==> config.mk <==
export PLATFORM = sky130hd
export DESIGN_NAME = mul_pipeline_param
export DESIGN_NICKNAME = d
export VERILOG_FILES = /design/src/rtl/mul_pipeline_param.sv
export SDC_FILE = /design/constraint.sdc
export NUM_CORES = 1
export LEC_CHECK = 0
export ABC_AREA = 0
export CORE_ASPECT_RATIO = 1.5
export CORE_MARGIN = 4
export CORE_UTILIZATION = 28
export CTS_CLUSTER_DIAMETER = 40
export DETAILED_ROUTE_END_ITERATION = 10
export RECOVER_POWER = 25
export SLEW_MARGIN = 20
export SYNTH_ARGS = -nofsm -noshare
export SYNTH_HDL_FRONTEND = slang
export SYNTH_SLANG_ARGS = --single-unit
==> constraint.sdc <==
create_clock -name clk -period 3.28 [get_ports clk]
set_input_delay 0.984 -clock clk [delete_from_list [all_inputs] [get_ports clk]]
set_output_delay 0.984 -clock clk [all_outputs]
set_load 0.01 [all_outputs]
==> src/rtl/mul_pipeline_param.sv <==
// Iterative shift-add multiplier for MUL/MULH/MULHSU/MULHU with configurable
// operand width and multiplier bits retired per cycle; req/ack handshake.
//
// state  | meaning
// -------+-------------------------------------------------------------
// S_IDLE | waiting for req; out holds the last result
// S_CALC | one multiplier digit accumulated per edge, N edges in total
// S_FIX  | apply the result sign, select the low/high half into out
// S_DONE | ack cycle; a new req is accepted here back-to-back
module mul_pipeline_param #(
    parameter int WIDTH          = 32,
    parameter int BITS_PER_CYCLE = 1
) (
    input  logic             clk,
    input  logic             rst,
    input  logic             req,
    input  logic [1:0]       op,
    input  logic [WIDTH-1:0] a,
    input  logic [WIDTH-1:0] b,
    output logic             busy,
    output logic             ack,
    output logic [WIDTH-1:0] out
);

    localparam int N     = WIDTH / BITS_PER_CYCLE;
    localparam int CNT_W = (N > 1) ? $clog2(N) : 1;
    localparam int BPC   = BITS_PER_CYCLE;

    localparam logic [CNT_W-1:0] CNT_LAST = CNT_W'(N - 1);
    localparam logic [CNT_W-1:0] CNT_ONE  = CNT_W'(1);

    localparam logic [1:0] OP_MUL    = 2'b00;
    localparam logic [1:0] OP_MULH   = 2'b01;
    localparam logic [1:0] OP_MULHSU = 2'b10;

    typedef enum logic [1:0] {
        S_IDLE = 2'd0,
        S_CALC = 2'd1,
        S_FIX  = 2'd2,
        S_DONE = 2'd3
    } state_t;

    state_t state, state_nxt;

    logic               accept;
    logic               iter_last;
    logic               a_neg, b_neg;
    logic [WIDTH-1:0]   a_abs, b_abs;

    logic [1:0]         op_q;
    logic               neg_q;
    logic [WIDTH-1:0]   mcand_q;
    logic [WIDTH-1:0]   mplier_q;
    logic [CNT_W-1:0]   iter_q;
    logic [2*WIDTH-1:0] acc_q;

    logic [WIDTH+BPC-1:0]   partial;
    logic [WIDTH+BPC-1:0]   acc_sum;
    logic [2*WIDTH+BPC-1:0] acc_wide;
    logic [2*WIDTH-1:0]     acc_step;
    logic [2*WIDTH-1:0]     product;

    assign accept    = req && ((state == S_IDLE) || (state == S_DONE));
    assign iter_last = (iter_q == '0);

    // Operand magnitudes: a is signed for MULH/MULHSU, b only for MULH.
    always_comb begin
        a_neg = ((op == OP_MULH) || (op == OP_MULHSU)) && a[WIDTH-1];
        b_neg = (op == OP_MULH) && b[WIDTH-1];
        a_abs = a_neg ? (-a) : a;
        b_abs = b_neg ? (-b) : b;
    end

    // Right-shifting accumulator: each step adds one digit's partial product
    // into the upper half, then shifts the whole register down by BPC bits.
    always_comb begin
        partial  = {{BPC{1'b0}}, mcand_q} * {{WIDTH{1'b0}}, mplier_q[BPC-1:0]};
        acc_sum  = {{BPC{1'b0}}, acc_q[2*WIDTH-1:WIDTH]} + partial;
        acc_wide = {acc_sum, acc_q[WIDTH-1:0]};
        acc_step = acc_wide[2*WIDTH+BPC-1:BPC];
        product  = neg_q ? (-acc_q) : acc_q;
    end

    always_ff @(posedge clk or negedge rst) begin
        if (!rst) begin
            state <= S_IDLE;
        end else begin
            state <= state_nxt;
        end
    end

    always_comb begin
        state_nxt = state;
        case (state)
            S_IDLE: if (req) state_nxt = S_CALC;
            S_CALC: if (iter_last) state_nxt = S_FIX;
            S_FIX:  state_nxt = S_DONE;
            S_DONE: state_nxt = req ? S_CALC : S_IDLE;
            default: state_nxt = S_IDLE;
        endcase
    end

    assign busy = (state == S_CALC) || (state == S_FIX);
    assign ack  = (state == S_DONE);

    always_ff @(posedge clk or negedge rst) begin
        if (!rst) begin
            op_q     <= 2'b00;
            neg_q    <= 1'b0;
            mcand_q  <= '0;
            mplier_q <= '0;
            iter_q   <= '0;
            acc_q    <= '0;
            out      <= '0;
        end else begin
            if (accept) begin
                op_q     <= op;
                neg_q    <= a_neg ^ b_neg;
                mcand_q  <= a_abs;
                mplier_q <= b_abs;
                iter_q   <= CNT_LAST;
                acc_q    <= '0;
            end else if (state == S_CALC) begin
                acc_q    <= acc_step;
                mplier_q <= mplier_q >> BPC;
                iter_q   <= iter_q - CNT_ONE;
            end
            if (state == S_FIX) begin
                out <= (op_q == OP_MUL) ? product[WIDTH-1:0] : product[2*WIDTH-1:WIDTH];
            end
        end
    end

endmodule

==> summary.txt <==
Clock tree
  • Clk sink count: 170
  • Hold-fix buffers, CTS: 0
  • Max H-tree Level: 4
  • Num CTS Buffers: 17
  • Worst skew pair latency: 0.45 ns
  • Max clock buf depth: 2
  • CTS clk-pin slew, worst paths: 0.07 ns
  • CTS tree: built
  • Clock root buffer: clkbuf_16

Detailed routing
  • DR vias: 10100
  • DRC errors left: 0
  • Routed wire per std cell: 15.0 microns
  • Detail Route Antenna Nets: 0
  • Post-Route WL: 31.1 mm
  • Vias per std cell: 4.84
  • Drt first pass iters: 5
  • Initial drt markers: 368

STA
  • Count of final setup violators: 0
  • Endpoints failing hold: 0
  • Fmax: 0.314 GHz
  • Final setup skew: 0.0142 ns
  • Setup WS post-layout: 0.100 ns
  • Tmin final: 3.18 ns
  • Min Hold Slack: 0.431 ns
  • Max Slew Vio Count: 105
  • Slew headroom: -21.7%
  • Fin crit share: 96.9%
  • Worst Tran Pin Value: 1.83 ns

GRT
  • Pin count of the biggest net entering global routing: 70
  • GR Util All Layers: 13.8%
  • First-pass GRT wire length: 51.2 mm
  • Vias in the first global route: 10200
  • GR Overflow Total: 0
  • Initial antenna violation count: 2

Place
  • Gpl congestion: 0.885
  • Post-DP HPWL: 24.3 mm
  • Port bufs: 102
  • Post-Place Cells: 2048
  • Setup WS pre-CTS: -0.533 ns

Setup path
  • WP data required: 3.65 ns
  • Crit path launch type: input port
  • Max FO, Critical Path: 3
  • WS Path Type: in2reg
  • CP most frequent cell: or4_4
  • Crit. End Element: register
  • Data arrival, critical path: 3.55 ns
  • Worst path max stage delay: 0.54 ns
  • CP Cell Sequence: clkdlybuf4s50_1 -> or4_4 -> or4_4 -> or4_1 -> buf_4 -> o31ai_2 -> xnor2_1 -> nand2_1 -> o21ai_0
  • CP max stage cell: or4_4

Die
  • Chip height: 258 microns
  • Die area: 0.0451 sq mm
  • Placement Rows: 91
  • Core ar.: 0.0412 sq mm
  • # IOs: 103
  • Die width: 175 microns
  • Initial Util: 28.3%

Power and ir drop
  • VDD IR-drop max: 0.409 mV
  • PwrDens: 910 mW/mm^2
  • Leakage: 6.40 nW
  • Overall Power: 13.5 mW

Logic synthesis
  • Area share of the largest cell type after synthesis: 36.4%
  • Mapped Area: 0.0117 sq mm
  • Register area share after synthesis: 36.4%
  • EDFF count, synth: 0
  • Ys Warns: 0
  • Synth Register Bits: 170
  • Post-Syn Instances: 1342
  • Top FF cell, synth: dfrtp_1
  • Synth area leaders: dfrtp_1 (36%), mux2i_1 (7.2%), xnor2_1 (6.1%), o21ai_0 (5.7%), ha_1 (4.6%)
  • Most common cell in the netlist: dfrtp_1
  • Post-synth top cells: dfrtp_1 (170), nand2_1 (133), o21ai_0 (133), nor2_1 (128), mux2i_1 (84)
  • Mapped Nets: 1455
  • Mapped Avg Cell Area: 8.70 sq um
  • Netlist cell types: 65
  • Yosys top cell by area: dfrtp_1
  • Post-synth ARST share: 100%

Job
  • Max cap viols: 2

Finish
  • Final core area utilization: 36.0%
  • Final cell count without fillers: 2081
  • Share of cells above drive strength 1: 13.3%
  • Post-layout nets: 1622
  • Area Overhead vs Synth: 27.1%

Worst hold path
  • Hold Crit Class: in2async

Outcome
  • Run status: complete, but fails checks
  • Violated checks: max-capacitance violations, max-slew violations
[metrics by stage]
step	area, sq um	TNS, ns
finish	14800	0
global route	14800	-0.0293
CTS	14800	0
detailed placement	14200	-5.25
global placement	14200	-4.69
floorplan	11700	0
[state kept, by name, summed over array words and instances (netlist names)]
| register | cells |
|---|---|
| acc_q | 64 |
| mplier_q | 32 |
| neg_q | 1 |
| state | 2 |
| mcand_q | 32 |
| op_q | 2 |
| iter_q | 5 |
| out | 32 |
[repair_timing]
item	CTS	global route
gates resized for setup	3	15
buffers inserted	0	0
setup endpoints to repair	4	21
endpoints found under the hold margin	0	0
[layout by cell type (no fill, tap or decap), types with 8 or more instances in the layout]
| cell type | instances |
|---|---|
| nand2_1 | 133 |
| nor2_1 | 127 |
| nand3b_1 | 8 |
| or2_2 | 8 |
| nand3_1 | 17 |
| a211oi_1 | 11 |
| o221ai_1 | 9 |
| nor4_1 | 8 |
| buf_4 | 116 |
| a21oi_1 | 72 |
| a21o_1 | 11 |
| and2_1 | 38 |
| o22ai_1 | 9 |
| mux2i_1 | 84 |
| nor2b_1 | 11 |
| xnor2_1 | 82 |
| or4_1 | 15 |
| dfrtp_1 | 169 |
| clkbuf_16 | 17 |
| inv_1 | 34 |
| mux2_2 | 10 |
| clkdlybuf4s50_1 | 101 |
| ha_1 | 41 |
| o21ai_0 | 132 |
| o31ai_1 | 20 |
| nor3_1 | 20 |
| o41ai_1 | 16 |
| xor2_1 | 60 |
| nand2b_1 | 12 |
| a31oi_1 | 10 |
| o211ai_1 | 9 |
[report_power, final]
| part | leakage (nW) | total, mW | switching (mW) | internal [mW] |
|---|---|---|---|---|
| Combinational | 3.96 | 7.85 | 4.27 | 3.58 |
| Clock | 0.287 | 2.09 | 0.871 | 1.22 |
| Sequential | 2.15 | 3.58 | 0.656 | 2.92 |
[kinds of logic (layout without fill, tap and decap cells)]
group / after synthesis / count (layout) / share of synthesized area [%]
AOI/OAI and AO/OA: 334 / 334 / 17.6
buffers and inverters: 113 / 292 / 3.64
xor gates and xnor gates: 142 / 142 / 10.6
muxes: 94 / 94 / 8.16
adders and majority gates: 44 / 44 / 4.78
DFF: 170 / 170 / 36.4
other: 0 / 2 / 0
and+or+nand+nor: 445 / 445 / 18.7
[final timing paths]
path,end,slack (ns),from,cells past startpoint
worst max-delay path,mplier_q[27],0.10,b[12],9
min in group clk,mcand_q[19],0.47,mcand_q[19],2
worst min-delay path,mplier_q[11],0.43,rst,1
worst max register to register,acc_q[63],0.11,mplier_q[0],12
max in group asynchronous,mcand_q[11],0.68,rst,2
worst min register to register,mcand_q[19],0.47,mcand_q[19],2
[layout make-up]
class	instances	area [sq um]
antenna	2	5.00
clock buffer	18	439
clock inverter	13	168
fill	4261	26400
inverter	34	128
multi-input combinational	1059	7110
sequential	170	4260
tap	558	698
timing repair buffer	227	2050
[per-layer routing]
| layer | up-vias | part of all wire (%) | global-route usage, % |
|---|---|---|---|
| li1 | 5099 | - | - |
| met1 | 4777 | 40 | 15.4 |
| met2 | 157 | 54 | 25.6 |
| met3 | 41 | 3.5 | 2.91 |
| met4 | 0 | 2.2 | 4.94 |
| met5 | - | 0 | 0 |
[critical path: cells and delay by family]
| kind | cells | cell delay (ns) |
|---|---|---|
| AND/OR/NAND/NOR | 4 | 1.55 |
| buffers and inverters | 2 | 0.58 |
| AO/OA/AOI/OAI | 2 | 0.28 |
| XOR/XNOR | 1 | 0.14 |
No activity file was read; power rests on OpenSTA's default activity.
